## config.mk

```make
export PLATFORM = sky130hd
export DESIGN_NAME = cla_addsub_seq
export DESIGN_NICKNAME = d
export VERILOG_FILES = /design/src/rtl/alu_pkg.sv /design/src/rtl/cla_slice.sv /design/src/rtl/cla_addsub_seq.sv
export SDC_FILE = /design/constraint.sdc
export NUM_CORES = 1
export LEC_CHECK = 0
export ABC_CLOCK_PERIOD_IN_PS = 4300
export CAP_MARGIN = 20
export CORE_UTILIZATION = 53
export CTS_CLUSTER_DIAMETER = 40
export CTS_CLUSTER_SIZE = 30
export DETAILED_ROUTE_END_ITERATION = 16
export PLACE_DENSITY = 0.87
export SETUP_SLACK_MARGIN = 0.4
export SLEW_MARGIN = 25
export SYNTH_ARGS = -nofsm -noshare
export SYNTH_HDL_FRONTEND = slang
export SYNTH_SLANG_ARGS = --single-unit
```

## constraint.sdc

```tcl
create_clock -name clk -period 4.3 [get_ports clk]
set_input_delay 0.645 -clock clk [delete_from_list [all_inputs] [get_ports clk]]
set_output_delay 0.645 -clock clk [all_outputs]
set_load 0.01 [all_outputs]
```

## src/rtl/alu_pkg.sv

```systemverilog
// Shared definitions for the sequential carry-lookahead adder/subtractor.
//   state_t        : control FSM encoding (IDLE, RUN, DONE)
//   DEF_WIDTH      : default operand/result width
//   DEF_SLICE      : default lookahead slice width (bits evaluated per clock)
//   MODE_ADD/SUB   : encoding of the sub input
package alu_pkg;

  typedef enum logic [1:0] {
    IDLE = 2'd0,
    RUN  = 2'd1,
    DONE = 2'd2
  } state_t;

  localparam int DEF_WIDTH = 8;
  localparam int DEF_SLICE = 4;

  localparam logic MODE_ADD = 1'b0;
  localparam logic MODE_SUB = 1'b1;

endpackage

```

## src/rtl/cla_slice.sv

```systemverilog
// Purely combinational SLICE-bit carry-lookahead adder slice.
// Ports:
//   i_a, i_b : slice operands
//   i_c      : carry into bit 0 of the slice
//   o_sum    : slice sum
//   o_c      : carry out of the slice MSB
//   o_c_msb  : carry into the slice MSB (used for signed overflow)
module cla_slice #(
  parameter int SLICE = 4
) (
  input  logic [SLICE-1:0] i_a,
  input  logic [SLICE-1:0] i_b,
  input  logic             i_c,
  output logic [SLICE-1:0] o_sum,
  output logic             o_c,
  output logic             o_c_msb
);

  logic [SLICE-1:0] w_g;
  logic [SLICE-1:0] w_p;
  logic [SLICE:0]   w_carry;

  assign w_g = i_a & i_b;
  assign w_p = i_a ^ i_b;

  // Each carry is formed directly from generate/propagate terms rather than
  // chained from the previous carry: c[i+1] = OR_j (g[j] & p[j+1..i]) | (p[0..i] & c0).
  always_comb begin
    logic w_term;
    logic w_acc;
    w_term  = 1'b0;
    w_acc   = 1'b0;
    w_carry = '0;
    w_carry[0] = i_c;
    for (int i = 0; i < SLICE; i++) begin
      w_acc = 1'b0;
      for (int j = 0; j <= i; j++) begin
        w_term = w_g[j];
        for (int k = j + 1; k <= i; k++) begin
          w_term = w_term & w_p[k];
        end
        w_acc = w_acc | w_term;
      end
      w_term = i_c;
      for (int k = 0; k <= i; k++) begin
        w_term = w_term & w_p[k];
      end
      w_carry[i+1] = w_acc | w_term;
    end
  end

  assign o_sum   = w_p ^ w_carry[SLICE-1:0];
  assign o_c     = w_carry[SLICE];
  assign o_c_msb = w_carry[SLICE-1];

endmodule

```

## src/rtl/cla_addsub_seq.sv

```systemverilog
// Multi-cycle adder/subtractor: one SLICE-bit lookahead slice is evaluated per
// clock, the inter-slice carry rippling through a register.
// Ports:
//   clk, rst   : clock, synchronous active-high reset
//   en         : request, held high for the whole operation
//   sub        : 0 = add, 1 = subtract (captured)
//   A, B       : operands (captured)
//   c_in       : carry-in (add) / borrow-in (sub) (captured)
//   Output     : result, valid while ready=1
//   c_out      : raw carry out of MSB (sub: 1 = no borrow)
//   ovf, zero  : two's-complement overflow, result==0
//   ready      : result valid
module cla_addsub_seq
  import alu_pkg::*;
#(
  parameter int WIDTH = DEF_WIDTH,
  parameter int SLICE = DEF_SLICE
) (
  input  logic             clk,
  input  logic             rst,
  input  logic             en,
  input  logic             sub,
  input  logic [WIDTH-1:0] A,
  input  logic [WIDTH-1:0] B,
  input  logic             c_in,
  output logic [WIDTH-1:0] Output,
  output logic             c_out,
  output logic             ovf,
  output logic             zero,
  output logic             ready
);

  localparam int NSLICES = WIDTH / SLICE;
  localparam int IDX_W   = (NSLICES > 1) ? $clog2(NSLICES) : 1;
  localparam logic [IDX_W-1:0] LAST_IDX = IDX_W'(NSLICES - 1);

  if (((WIDTH % SLICE) != 0) || (WIDTH < SLICE)) begin : g_param_check
    $error("cla_addsub_seq: WIDTH must be a non-zero multiple of SLICE");
  end

  state_t           r_state;
  logic [WIDTH-1:0] r_a;
  logic [WIDTH-1:0] r_b;
  logic [WIDTH-1:0] r_out;
  logic             r_carry;
  logic [IDX_W-1:0] r_idx;
  logic             r_cout;
  logic             r_ovf;
  logic             r_zero;
  logic             r_ready;

  logic [SLICE-1:0] w_a_sl;
  logic [SLICE-1:0] w_b_sl;
  logic [SLICE-1:0] w_sum;
  logic             w_slc_c;
  logic             w_slc_c_msb;
  logic [WIDTH-1:0] w_final;

  assign w_a_sl = r_a[int'(r_idx)*SLICE +: SLICE];
  assign w_b_sl = r_b[int'(r_idx)*SLICE +: SLICE];

  // Single slice instance, time-multiplexed over slice index r_idx.
  cla_slice #(
    .SLICE (SLICE)
  ) u_slice (
    .i_a     (w_a_sl),
    .i_b     (w_b_sl),
    .i_c     (r_carry),
    .o_sum   (w_sum),
    .o_c     (w_slc_c),
    .o_c_msb (w_slc_c_msb)
  );

  // Result as it will look after the current slice is written; used for the
  // zero flag on the last slice so the flag is registered with the result.
  always_comb begin
    w_final = r_out;
    w_final[int'(r_idx)*SLICE +: SLICE] = w_sum;
  end

  // Operand capture. Subtraction is A + ~B + ~borrow, so B is inverted here
  // and the carry register gets the inverted borrow at capture.
  always_ff @(posedge clk) begin
    if (!rst && (r_state == IDLE) && en) begin
      r_a <= A;
      r_b <= (sub == MODE_SUB) ? ~B : B;
    end
  end

  always_ff @(posedge clk) begin
    if (rst) begin
      r_state <= IDLE;
      r_out   <= '0;
      r_carry <= 1'b0;
      r_idx   <= '0;
      r_cout  <= 1'b0;
      r_ovf   <= 1'b0;
      r_zero  <= 1'b0;
      r_ready <= 1'b0;
    end else begin
      case (r_state)
        IDLE: begin
          r_ready <= 1'b0;
          if (en) begin
            r_carry <= (sub == MODE_SUB) ? ~c_in : c_in;
            r_idx   <= '0;
            r_state <= RUN;
          end
        end
        RUN: begin
          // Abort leaves result and flags untouched.
          if (!en) begin
            r_state <= IDLE;
          end else begin
            r_out[int'(r_idx)*SLICE +: SLICE] <= w_sum;
            r_carry <= w_slc_c;
            if (r_idx == LAST_IDX) begin
              r_cout  <= w_slc_c;
              r_ovf   <= w_slc_c_msb ^ w_slc_c;
              r_zero  <= (w_final == '0);
              r_ready <= 1'b1;
              r_state <= DONE;
            end else begin
              r_idx <= r_idx + IDX_W'(1);
            end
          end
        end
        DONE: begin
          if (!en) begin
            r_ready <= 1'b0;
            r_state <= IDLE;
          end
        end
        default: begin
          r_ready <= 1'b0;
          r_state <= IDLE;
        end
      endcase
    end
  end

  assign Output = r_out;
  assign c_out  = r_cout;
  assign ovf    = r_ovf;
  assign zero   = r_zero;
  assign ready  = r_ready;

endmodule

```

Yosys cells after proc, flatten, opt, wreduce, memory -nomap -nowiden
Cells that the tools add are included.
{ "op_classes": {"n_bitwise": 26, "eq_ne": 7, "shifts": 4, "n_addsub": 2, "n_reduce_logical": 11, "mux": 19} }
{ "ops": {"columns": ["cell", "count"], "rows": [
  ["$neg A3 Y33", 1],
  ["$shift A4 B33 Y8 const A", 1],
  ["$shiftx A4 B33 Y8", 1],
  ["$shiftx A8 B4 Y4", 2],
  ["$reduce_and A3 Y1", 4],
  ["$and A1 B1 Y1", 10],
  ["$or A1 B1 Y1", 10],
  ["$mux W1", 9],
  ["$bwmux W8", 1],
  ["$logic_not A8 Y1", 1],
  ["$mux W2", 4],
  ["$mux W8", 1],
  ["$ne A2 B2 Y1 const B", 4],
  ["$not A8 Y8", 1],
  ["$xor A4 B4 Y4", 2],
  ["$pmux W1 S2", 3],
  ["$pmux W2 S3", 1],
  ["$and A4 B4 Y4", 1],
  ["$ne A3 B3 Y1 const B", 1],
  ["$eq A2 B1 Y1 const B", 1],
  ["$eq A2 B2 Y1 const B", 1],
  ["$logic_and A1 B1 Y1", 2],
  ["$logic_not A2 Y1", 1],
  ["$reduce_and A2 Y1", 1],
  ["other kinds (5)", 5]
]} }
{ "totals": {"output_inout_bits": 12, "input_bits": 21, "ff_bits": 32, "word_cells": 79} }

Longest topological paths before layout
{ "depth": {"ltp_word": 11, "mapped_depth": 9} }

By module
A second synthesis with hierarchy kept.
{ "unflattened": {"cells_unflattened": 122, "hier_area_um2": 1510.2} }
{ "by_module_without_submodules": {"columns": ["mod", "area_each_um2", "instances", "cells_each", "seq_area_each_um2"], "rows": [
  ["cla_addsub_seq", 1347.5, 1, 107, 800.8],
  ["cla_slice", 162.7, 1, 15, 0.0]
]} }

Least setup slack after synthesis
No wires, ideal clock.
{ "synth_timing": {"path_kind": "reg-to-reg", "from": "reg r_idx", "to": "reg r_zero, in the netlist zero", "slack_ns": 1.456, "stages_incl_launch_ff": 10, "setup_time_ns": 0.067, "t_arrival_ns": 2.777, "period_less_slack_ns": 2.844, "cell_sequence": "dfxtp_1 -> buf_2 -> clkbuf_1 -> mux2_2 -> ha_1 -> ha_1 -> o211a_1 -> or3_4 -> a2111o_1 -> a21oi_2"} }
{ "synth_between": {"elab_chain_cells": 11, "word_cells_on_any_way": 23, "cone_classes": "add/sub (1); shift (4); mux (1); bitwise (15); reduce/logical (2)"} }
{ "synth_rtl": {"columns": ["item", "line", "text"], "rows": [
  ["from (decl)", "cla_addsub_seq.sv:46", "logic [IDX_W-1:0] r_idx;"],
  ["from (signal assigned)", "cla_addsub_seq.sv:124", "r_idx <= r_idx + IDX_W'(1);"],
  ["$shiftx A8 B4 Y4 (on tied branches)", "cla_addsub_seq.sv:59, cla_addsub_seq.sv:60", null],
  ["$and A4 B4 Y4 or $xor A4 B4 Y4 (tied branches)", "cla_slice.sv:23, cla_slice.sv:24", null],
  ["$and A1 B1 Y1 (2 in a row)", "cla_slice.sv:40", "w_term = w_term & w_p[k];"],
  ["$or A1 B1 Y1 (2 in a row)", "cla_slice.sv:42", "w_acc = w_acc | w_term;"],
  ["$or A1 B1 Y1", "cla_slice.sv:48", "w_carry[i+1] = w_acc | w_term;"],
  ["$xor A4 B4 Y4", "cla_slice.sv:52", "assign o_sum = w_p ^ w_carry[SLICE-1:0];"],
  ["$shiftx A4 B33 Y8", "cla_addsub_seq.sv:78", "w_final[int'(r_idx)*SLICE +: SLICE] = w_sum;"],
  ["$bwmux W8", "cla_addsub_seq.sv:78", null],
  ["$logic_not A8 Y1", "cla_addsub_seq.sv:120", "r_zero <= (w_final == '0);"],
  ["to (signal assigned)", "cla_addsub_seq.sv:120", null],
  ["to (decl)", "cla_addsub_seq.sv:49", "logic r_zero;"]
]} }
Several ways; a longest one is shown, not always the timed one.
A chain may end at the register's enable or synchronous reset.

Worst setup path after layout
Same ends and word-level chain as after synthesis.

==> results_dict.tcl <==
set metrics [dict create \
    outcome "finished clean" \
    critPathLaunchType "flop" \
    synth-seq-cells 32 \
    die_x_um 55.0 \
    syn_inst 130 \
    cts_tree "built" \
    synth_xor_xnor_area_share_pct 5.88 \
    num-nets-final 190 \
    clock_sinks 32 \
    drv_slew 0 \
    cts-resized-gates 0 \
    gp_congestion 0.893 \
    syn_nets 157 \
    antenna_cells 0 \
    path_class "reg -> reg" \
    met3_length_um 166 \
    routed_wl_mm 2.59 \
    antenna_found_initial 0 \
    top_layer "met4" \
    crit_fanout 17 \
    ant_nets 0 \
    leakagePower_uw 0.000652 \
    synth_compound_area_share_pct 11.8 \
    root_buffer "clkbuf_4" \
    fillers 198 \
    synth.yosys.seq_area_share_pct 53.7 \
    synthSimpleGateAreaFrac_pct 14.3 \
    track_usage_pct 20.5 \
    die-height_um 55.0 \
    dieArea_um2 3030 \
    avgSynthCellArea_um2 11.5 \
    synth_top_family_by_area "simple AND/OR/NAND/NOR gates" \
    cts_htree_levels 2 \
    rsz0062_at_grt "no" \
    coreArea_um2 2570 \
    cts_hold_buffers 0 \
    ys_warn_count 0 \
    dp_hpwl_mm 1.96 \
    drtIter0Drc 14 \
    first_pass_iters 4 \
    hold_class "reg -> reg" \
    overflow 0 \
    via_per_inst 5.61 \
    fin_setup_tns_ps 0 \
    synth_area_um2 1490 \
    finClkSkew_ps 8.36 \
    setup_viol 0 \
    drc 0 \
    hold_viol_final 0 \
    wl_met2_mm 1.29 \
    worst_pin_slew_ps 704 \
    grt_pass1_vias 1011 \
    initial_utilization_pct 58.0 \
    setup.worst_path.end_class "flop" \
    powerDensity_nw_per_um2 313 \
    cts_buffers 5 \
    path_clk_slew_ps 100 \
    port_buffers 32 \
    ir_drop_mv 0.231 \
    rows 18 \
    cts_buffer_depth 2 \
    synth_mux_area_share_pct 6.80 \
    synthAdderAreaFrac_pct 5.54 \
    num_io_pins 33 \
    relSlewSlack_pct 52.9 \
    postCtsSetupRepairBufs 0 \
    drive_above_1_share_pct 12.2 \
    maxCapViolations 0 \
    wirelength_met1_mm 1.10 \
    timing.fmax_ghz 0.341 \
    grt_max_degree 18 \
    dr_total_vias 1089 \
    required_ps 4560 \
    areaGrowthSynthToFinish_pct 26.3 \
    grt_pass1_wl_mm 4.18 \
    yosys.cell_types.count 35 \
    fin_crit_sh_pct 68.1 \
    clock_latency_ps 330 \
    crit_arrival_ps 3190 \
    fin_crit_ps 2930 \
    final_util_pct 73.3 \
    drt-wirelength-per-cell_um 13.4 \
]
-- cells in the mapped netlist --
library cell / instances / area share, %
a2111o_1: 1 / 0.76
a2111oi_0: 1 / 0.59
a211oi_1: 2 / 1.0
a21boi_1: 1 / 0.50
a21o_1: 1 / 0.50
a21oi_1: 10 / 3.4
a21oi_2: 1 / 0.59
a311oi_1: 1 / 0.59
and2_1: 1 / 0.42
and4b_1: 1 / 0.67
buf_2: 3 / 1.0
clkbuf_1: 3 / 0.76
dfxtp_1: 16 / 21
edfxtp_1: 16 / 32
fa_1: 1 / 1.3
ha_1: 5 / 4.2
inv_1: 1 / 0.25
mux2_2: 9 / 6.8
nand2_1: 11 / 2.8
nand2_8: 1 / 1.3
nand2b_1: 1 / 0.42
nand3_1: 3 / 1.0
nand3b_1: 1 / 0.50
nand4b_1: 1 / 0.59
nor2_1: 7 / 1.8
nor3_1: 6 / 2.0
nor3b_1: 2 / 1.0
o211a_1: 1 / 0.67
o211ai_1: 1 / 0.50
o21ai_0: 8 / 2.7
or2_2: 1 / 0.42
or3_4: 1 / 0.76
or3b_2: 1 / 0.59
xnor2_1: 1 / 0.59
xor2_1: 9 / 5.3
-- cells in the final DEF, fill, tap and decap left out, types with 2 or more instances in the layout --
cell	Yosys	final
clkdlybuf4s50_1	0	32
dfxtp_1	16	16
edfxtp_1	16	16
nand2_1	11	11
a21oi_1	10	10
mux2_2	9	9
xor2_1	9	9
o21ai_0	8	8
nor2_1	7	7
nor3_1	6	5
ha_1	5	5
clkbuf_4	0	5
nand3_1	3	3
nor3b_1	2	2
a211oi_1	2	2
clkbuf_1	3	2
-- state kept, by name (all words and copies together) (netlist names) --
| name | count |
|---|---|
| Output | 8 |
| r_a | 8 |
| r_b | 8 |
| r_state | 2 |
| c_out | 1 |
| ovf | 1 |
| r_carry | 1 |
| r_idx | 1 |
| ready | 1 |
| zero | 1 |
-- path summary, 6_finish.rpt --
| check | startpoint | to | slack, ps | cells past startpoint |
|---|---|---|---|---|
| worst min-delay path | Output[4] | Output[4] | 460 | 2 |
| worst max-delay path | r_idx | zero | 1370 | 7 |
| worst max register to register | r_idx | zero | 1370 | 7 |
| worst min register to register | Output[4] | Output[4] | 460 | 2 |
-- where the power goes --
part	switching (uW)	internal, uW
clock network	96.3	62.8
registers	7.09	333
logic	43.5	45.5
-- logic make-up (layout without fill, tap and decap cells) --
logic type | Yosys count | count (layout)
compound gates | 28 | 28
xor+xnor | 10 | 10
fa+ha+maj | 6 | 6
buf+inv | 7 | 41
flops | 32 | 32
mux | 9 | 9
simple gates | 38 | 38
-- stage by stage --
stage / hold slack [ps] / area, um^2 / total power, uW / setup WS (ps) / std cells
final: 457 / 1880 / 588 / 1370 / 194
after global routing: 480 / 1880 / 615 / 1270 / 194
after CTS: 462 / 1880 / 592 / 1380 / 194
after detailed placement: 448 / 1830 / 435 / 1400 / 186
after global placement: 446 / 1830 / 431 / 1450 / 186
after floorplan: 479 / 1490 / 399 / 1460 / 130
-- area by class of cell --
type                       instances  area, um^2  share of cell area (%)
multi-input combinational         91         671                    35.6
inverter                           1        3.75                   0.199
tap                               30        37.5                    1.99
clock buffer                       7        45.0                    2.39
sequential                        32         801                    42.6
timing repair buffer              32         320                    17.0
clock inverter                     1        3.75                   0.199
-- worst max-delay path, cell delays in order, from the launching register on --
cell and delay, ps:
dfxtp_1 700, mux2_2 430, ha_1 300, ha_1 220, o211a_1 270, or3_4 390
a2111o_1 430, a21oi_2 130
-- layer usage --
metal  vias to the layer above  GRT usage [%]
met5                         -              0
li1                        536              -
met3                         3           6.01
met4                         0           13.3
met1                       510           22.2
met2                        40           34.7
No activity file was read; power rests on OpenSTA's default activity.
